`config.mk`:
```
export PLATFORM = sky130hd
export DESIGN_NAME = flappy_score_display_flat
export DESIGN_NICKNAME = d
export VERILOG_FILES = /design/src/rtl/flappy_score_display_if.sv /design/src/rtl/flappy_score_display.sv /design/src/flat_wrapper.sv
export SDC_FILE = /design/constraint.sdc
export NUM_CORES = 1
export LEC_CHECK = 0
export ABC_AREA = 1
export BUFFER_PORTS_ARGS = -buffer_cell sky130_fd_sc_hd__buf_2
export CORE_UTILIZATION = 55
export CTS_BUF_LIST = sky130_fd_sc_hd__clkbuf_2 sky130_fd_sc_hd__clkbuf_4 sky130_fd_sc_hd__clkbuf_8
export DETAILED_ROUTE_END_ITERATION = 7
export PLACE_DENSITY = 0.79
export SLEW_MARGIN = 20
export SYNTH_ARGS = -nofsm -noshare
export SYNTH_HDL_FRONTEND = slang
export SYNTH_SLANG_ARGS = --single-unit
```
`constraint.sdc`:
```
create_clock -name clk -period 4.4 [get_ports clk]
set_clock_uncertainty 0.05 [all_clocks]
set_input_delay 0.22 -clock clk [delete_from_list [all_inputs] [get_ports clk]]
set_output_delay 0.22 -clock clk [all_outputs]
set_load 0.01 [all_outputs]
```
`src/rtl/flappy_score_display_if.sv`:
```
// Connects the game-logic pulses to the score/display block and returns the
// display, score and phase outputs. The game logic is the master; the score
// block is the slave.
interface flappy_score_display_if #(
    parameter int DIGITS  = 3,
    parameter int NUM_HEX = 6
);
    logic                   start;
    logic                   point;
    logic                   collision;
    logic                   clear_high;
    logic [7*NUM_HEX-1:0]   hex_out;
    logic [4*DIGITS-1:0]    score_bcd;
    logic [4*DIGITS-1:0]    high_bcd;
    logic                   new_high;
    logic [1:0]             phase;

    modport master (
        output start, point, collision, clear_high,
        input  hex_out, score_bcd, high_bcd, new_high, phase
    );

    modport slave (
        input  start, point, collision, clear_high,
        output hex_out, score_bcd, high_bcd, new_high, phase
    );
endinterface

```
`src/rtl/flappy_score_display.sv`:
```
// Game score block for the seven-segment bank: keeps a saturating BCD score
// and a persistent high score, tracks the IDLE/PLAY/OVER game phase, and
// renders either the score or a text message (blinking with the score at the
// end of a game) onto active-low gfedcba digits.
module flappy_score_display #(
    parameter int DIGITS       = 3,
    parameter int NUM_HEX      = 6,
    parameter int BLINK_CYCLES = 25000000
) (
    input  logic                 clk,
    input  logic                 reset,
    flappy_score_display_if.slave bus
);

    typedef enum logic [1:0] {
        IDLE = 2'd0,
        PLAY = 2'd1,
        OVER = 2'd2
    } state_e;

    typedef enum logic [1:0] {
        MSG_START = 2'd0,
        MSG_LOSER = 2'd1,
        MSG_BEST  = 2'd2
    } msg_e;

    localparam int                  CNT_W     = (BLINK_CYCLES > 1) ? $clog2(BLINK_CYCLES) : 1;
    localparam logic [CNT_W-1:0]    CNT_TERM  = CNT_W'(BLINK_CYCLES - 1);
    localparam logic [4*DIGITS-1:0] ALL_NINES = {DIGITS{4'h9}};
    localparam logic [6:0]          SEG_BLANK = 7'b1111111;

    state_e              state_q, state_d;
    logic [4*DIGITS-1:0] score_q, score_d;
    logic [4*DIGITS-1:0] high_q, high_d;
    logic                new_high_q, new_high_d;
    logic [CNT_W-1:0]    blink_cnt_q, blink_cnt_d;
    logic                blink_ph_q, blink_ph_d;
    logic [7*NUM_HEX-1:0] hex_c;

    // BCD increment with nibble ripple; an all-nines score stays put.
    function automatic logic [4*DIGITS-1:0] bcd_inc(input logic [4*DIGITS-1:0] v);
        logic [4*DIGITS-1:0] r;
        logic                carry;
        r     = v;
        carry = 1'b1;
        if (v != ALL_NINES) begin
            for (int i = 0; i < DIGITS; i++) begin
                if (carry) begin
                    if (v[4*i +: 4] == 4'd9) begin
                        r[4*i +: 4] = 4'd0;
                    end else begin
                        r[4*i +: 4] = v[4*i +: 4] + 4'd1;
                        carry       = 1'b0;
                    end
                end
            end
        end
        return r;
    endfunction

    // Decimal digit to segments; anything outside 0-9 is blanked.
    function automatic logic [6:0] seg_digit(input logic [3:0] d);
        case (d)
            4'd0:    return 7'b1000000;
            4'd1:    return 7'b1111001;
            4'd2:    return 7'b0100100;
            4'd3:    return 7'b0110000;
            4'd4:    return 7'b0011001;
            4'd5:    return 7'b0010010;
            4'd6:    return 7'b0000010;
            4'd7:    return 7'b1111000;
            4'd8:    return 7'b0000000;
            4'd9:    return 7'b0010000;
            default: return SEG_BLANK;
        endcase
    endfunction

    // Character p (0 = leftmost) of a message; blank past the end of the text.
    function automatic logic [6:0] msg_char(input msg_e sel, input int p);
        logic [6:0] c;
        c = SEG_BLANK;
        case (sel)
            MSG_START: case (p)
                0: c = 7'b0010010;
                1: c = 7'b0000111;
                2: c = 7'b0001000;
                3: c = 7'b0101111;
                4: c = 7'b0000111;
                default: c = SEG_BLANK;
            endcase
            MSG_LOSER: case (p)
                0: c = 7'b1000111;
                1: c = 7'b1000000;
                2: c = 7'b0010010;
                3: c = 7'b0000110;
                4: c = 7'b0101111;
                default: c = SEG_BLANK;
            endcase
            MSG_BEST: case (p)
                0: c = 7'b0000011;
                1: c = 7'b0000110;
                2: c = 7'b0010010;
                3: c = 7'b0000111;
                default: c = SEG_BLANK;
            endcase
            default: c = SEG_BLANK;
        endcase
        return c;
    endfunction

    // Next-state logic for game phase, scores and the end-of-game blink timer.
    always_comb begin
        state_d     = state_q;
        score_d     = score_q;
        high_d      = high_q;
        new_high_d  = new_high_q;
        blink_cnt_d = '0;
        blink_ph_d  = 1'b0;

        case (state_q)
            IDLE, OVER: begin
                if (bus.start) begin
                    state_d    = PLAY;
                    score_d    = '0;
                    new_high_d = 1'b0;
                end
                if (bus.clear_high) begin
                    high_d = '0;
                end
            end
            PLAY: begin
                if (bus.collision) begin
                    state_d = OVER;
                    if (score_q > high_q) begin
                        high_d     = score_q;
                        new_high_d = 1'b1;
                    end else begin
                        new_high_d = 1'b0;
                    end
                end else if (bus.point) begin
                    score_d = bcd_inc(score_q);
                end
            end
            default: state_d = IDLE;
        endcase

        if (state_q == OVER && state_d == OVER) begin
            if (blink_cnt_q == CNT_TERM) begin
                blink_cnt_d = '0;
                blink_ph_d  = ~blink_ph_q;
            end else begin
                blink_cnt_d = blink_cnt_q + CNT_W'(1);
                blink_ph_d  = blink_ph_q;
            end
        end
    end

    // State registers with asynchronous active-high reset.
    always_ff @(posedge clk or posedge reset) begin
        if (reset) begin
            state_q     <= IDLE;
            score_q     <= '0;
            high_q      <= '0;
            new_high_q  <= 1'b0;
            blink_cnt_q <= '0;
            blink_ph_q  <= 1'b0;
        end else begin
            state_q     <= state_d;
            score_q     <= score_d;
            high_q      <= high_d;
            new_high_q  <= new_high_d;
            blink_cnt_q <= blink_cnt_d;
            blink_ph_q  <= blink_ph_d;
        end
    end

    // Render either the score (leading zeros blanked) or a left-aligned message.
    always_comb begin
        logic show_score;
        logic seen;
        msg_e sel;
        hex_c      = '1;
        seen       = 1'b0;
        show_score = (state_q == PLAY) || (state_q == OVER && blink_ph_q);
        sel        = (state_q == OVER) ? (new_high_q ? MSG_BEST : MSG_LOSER) : MSG_START;
        if (show_score) begin
            for (int i = DIGITS - 1; i >= 0; i--) begin
                if (score_q[4*i +: 4] != 4'd0) begin
                    seen = 1'b1;
                end
                if (seen || i == 0) begin
                    hex_c[7*(NUM_HEX-DIGITS+i) +: 7] = seg_digit(score_q[4*i +: 4]);
                end
            end
        end else begin
            for (int p = 0; p < NUM_HEX; p++) begin
                hex_c[7*(NUM_HEX-1-p) +: 7] = msg_char(sel, p);
            end
        end
    end

    assign bus.hex_out   = hex_c;
    assign bus.score_bcd = score_q;
    assign bus.high_bcd  = high_q;
    assign bus.new_high  = new_high_q;
    assign bus.phase     = state_q;

endmodule

```
`src/flat_wrapper.sv`:
```
// flat-port wrapper written by rule: the top's interface ports become plain ports
module flappy_score_display_flat 
#(
    parameter int DIGITS       = 3,
    parameter int NUM_HEX      = 6,
    parameter int BLINK_CYCLES = 25000000
)
  (clk, reset, bus_start, bus_point, bus_collision, bus_clear_high, bus_hex_out, bus_score_bcd, bus_high_bcd, bus_new_high, bus_phase);
  flappy_score_display_if #(.DIGITS(DIGITS), .NUM_HEX(NUM_HEX)) bus_i ();
  input  logic clk;
  input  logic reset;
  input wire logic [$bits(bus_i.start)-1:0] bus_start;
  input wire logic [$bits(bus_i.point)-1:0] bus_point;
  input wire logic [$bits(bus_i.collision)-1:0] bus_collision;
  input wire logic [$bits(bus_i.clear_high)-1:0] bus_clear_high;
  output wire logic [$bits(bus_i.hex_out)-1:0] bus_hex_out;
  output wire logic [$bits(bus_i.score_bcd)-1:0] bus_score_bcd;
  output wire logic [$bits(bus_i.high_bcd)-1:0] bus_high_bcd;
  output wire logic [$bits(bus_i.new_high)-1:0] bus_new_high;
  output wire logic [$bits(bus_i.phase)-1:0] bus_phase;
  assign bus_i.start = bus_start;
  assign bus_i.point = bus_point;
  assign bus_i.collision = bus_collision;
  assign bus_i.clear_high = bus_clear_high;
  assign bus_hex_out = bus_i.hex_out;
  assign bus_score_bcd = bus_i.score_bcd;
  assign bus_high_bcd = bus_i.high_bcd;
  assign bus_new_high = bus_i.new_high;
  assign bus_phase = bus_i.phase;
  flappy_score_display #(.DIGITS(DIGITS), .NUM_HEX(NUM_HEX), .BLINK_CYCLES(BLINK_CYCLES)) u_core (.clk(clk), .reset(reset), .bus(bus_i));
endmodule
```
==> impl_results.md <==
* H-tree depth at 2
* Hold Crit Class: in2async
* Slowest cell on crit path: a21oi_1
* Crit path required time at between 4 and 5 ns
* Critical path buffers and inverters at 5
* Core Footprint at 0.00729 mm^2
* Clock slew at reported path FFs at approximately 0.10 ns
* CP max FO at 23
* First-pass GRT wire length at ~16 mm
* Placement Setup Slack at between 1 and 1.5 ns
* Yosys Warn Count at 0
* Pin count of the biggest net entering global routing at 54
* I/O pin count at between 70 and 80
* CTS Sinks at between 50 and 60
* Fin. Hold Viols at 0
* Worst r2r src: u_core.bus.phase[1]
* Post-DP HPWL at 7.53 mm
* Ant. Diodes at 0
* Syn Inst Count at ~600
* DRT iter0 DRCs at ~200
* Overall Power at between 2000 and 2500 uW
* Max stage delay on crit path at 0.82 ns
* Total number of vias at approximately 3900
* Clock Path Buffers at 2
* Crit path launch: u_core.bus.phase[1]
* Critical Path Sink Type: primary output
* Endpoints failing setup at 0
* Port Buffers at 62
* Area grow syn2layout at 9.13%
* Synth Area per Inst at 7.06 um^2
* Post-layout instance area at roughly 0.0045 mm^2
* RSZ-0062 raised after global routing: false
* Setup ws final at ~0.85 ns
* R2R cell count at 7
* Fillcell total at about 700
* Total track usage at 0.268
* Max-slew violation count at 0
* Post-CTS Resized at 0
* Cell chain of the critical path: inv_1, ha_1, a21oi_1, inv_1, nor2_1, inv_1, nor2_1, inv_1, o21ai_0, buf_2
* Pwr Density at about 540 mW/mm^2
* Worst slew margin at 0.377
* Total congestion overflow at 0
* Layout Nets at 679
* IR drop worst, VDD at a little over 0.5 mV
* Die area at around 0.0079 mm^2
* Drt total wl at 9.74 mm
* Crit path top cell by count: inv_1
* Crit Path Class: reg2out
* DR pass1 iterations at 5
* Startpoint Class: flop
* Root Driver: clkbuf_8
* Measured slew at the worst slew-check pin at between 0.9 and 1 ns
* WL/cell at 13.2 um
* Mapped Area at approximately 0.0042 mm^2
* Post-CTS Setup Repair Bufs at 0
* Row cnt at 31
* Post-DP Area at around 0.0044 mm^2
* CTS tree: done
* Post-CTS Hold Buffers at 0
* LEAKAGE at between 0.002 and 0.0025 uW
* Residual DRC at 0
* Register-to-Register Setup Slack at approximately 1.4 ns
* Crit share post-route at 0.806
* Initial core utilization at 0.571
* TritonCTS Buffers at 5
* DIE HEIGHT at slightly below 90 um
* Vias in the first global route at roughly 3700
* Most common cell after layout, fill and taps aside: nand2_1
* Critical path depth at 10
* WP data arrival at about 3.3 ns
* Clock Latency Late Sink at 0.32 ns
* Vias per cell at between 5 and 6
* Min cycle time layout at 3.55 ns
* Seq cells post-synth at 53
* Tightest hold margin at approximately 0.0035 ns
* Max Cap Viol at 0
* Synth cell types at 42
* Share of cells above drive strength 1 at 0.165
* Most frequent cells in the layout: nand2_1 (148), inv_1 (82), buf_2 (62), nor2_1 (55), dfrtp_1 (53)
* Die Wd at ~89 um
* Setup_tns at 0 ns
* Status: completed
* Crit path max-delay family: compound AO/OA/AOI/OAI gates
* Reg-to-reg endpoint: u_core.bus.high_bcd[6]
* Seq/Total Area, Yosys at 0.319
* Final Wtd Congestion at roughly 0.94
* Critical path endpoint: bus_hex_out[37]
* ANT nets after route at 0
* Max Fclk at 282 MHz
* Initial antenna violation count at 0
## logic make-up after synthesis
family,count (synthesis),share of synthesized area
other cells,1,0.000901
flops,53,0.319
fa+ha+maj,33,0.0992
buf+inv,119,0.132
compound gates,74,0.0992
xor+xnor,7,0.0147
simple gates,303,0.335
## routing by layer
metal	wire, um	part of all wire	vias up	GRT usage
met5	0	0	-	0
met4	333	0.034	0	0.131
met3	485	0.050	27	0.0425
met2	4890	0.50	130	0.490
met1	4030	0.41	1788	0.303
li1	-	-	1969	-
## worst min-delay path by stage
stage | start | to | slack (ns) | depth (start not counted)
3_5_place_dp | u_core.bus.high_bcd[2] | u_core.bus.high_bcd[2] | 0.44 | 2
6_report | reset | u_core.blink_cnt_q[3] | 0.003 | 2
4_1_cts | reset | u_core.blink_cnt_q[16] | 0.17 | 2
3_3_place_gp | u_core.blink_cnt_q[0] | u_core.blink_cnt_q[0] | 0.44 | 1
2_1_floorplan | u_core.blink_cnt_q[0] | u_core.blink_cnt_q[0] | 0.41 | 1
5_1_grt | reset | u_core.blink_cnt_q[12] | 0.08 | 2
## where the power goes
group | internal [uW] | leakage (uW) | switching (uW)
logic | 479 | 0.00152 | 975
registers | 546 | 0.000733 | 101
clock network | 185 | 0.0000574 | 174
total | 1210 | 0.00231 | 1250
## synth_stat cells, drive strengths merged
library cell	instances	area [um^2]
nand4	12	81.3
a21o	1	7.51
ha	33	413
or2	2	12.5
dfrtp	53	1330
a31oi	5	31.3
xor2	4	35.0
a21oi	27	143
nor3	21	130
a211oi	1	7.51
o211ai	3	22.5
o32ai	1	8.76
nand3b	1	7.51
nand2	151	584
inv	88	330
o31ai	2	15.0
o2111ai	1	8.76
nand3	44	230
a22oi	1	7.51
o21ai	31	155
xnor2	3	26.3
conb	1	3.75
nor3b	2	15.0
nor2	70	335
buf	29	213
o22ai	1	6.26
clkbuf	1	3.75
clkinv	1	3.75
## metrics by stage
stage          utilization  std cells
2_1_floorplan            -        601
3_3_place_gp         0.607        732
3_5_place_dp         0.607        732
4_1_cts              0.623        740
5_1_grt              0.623        740
6_report             0.623        740
## worst register-to-register path, delay by kind of cell, from the launching register on
family | cells | cell delay (ns)
and+or+nand+nor | 4 | 0.87
AOI/OAI and AO/OA | 1 | 0.77
adders and majority gates | 1 | 0.65
DFF | 1 | 0.44
buffers and inverters | 1 | 0.14
## flip-flops by register name, summed over array words and instances (netlist names)
name                  flops
u_core.bus.score_bcd     12
u_core.blink_cnt_q       25
u_core.bus.phase          2
u_core.bus.new_high       1
u_core.bus.high_bcd      12
u_core.blink_ph_q         1
## layout make-up
type | instances | area [um^2] | area share
Clock buffer | 6 | 82.6 | 0.0182
Tap cell | 99 | 124 | 0.0273
Timing Repair Buffer | 62 | 310 | 0.0683
Clock inverter | 2 | 37.5 | 0.00826
Multi-Input combinational cell | 429 | 2330 | 0.512
Sequential cell | 53 | 1330 | 0.292
Inverter | 89 | 335 | 0.0738
Note: power is estimated with default switching activity, not from simulation.
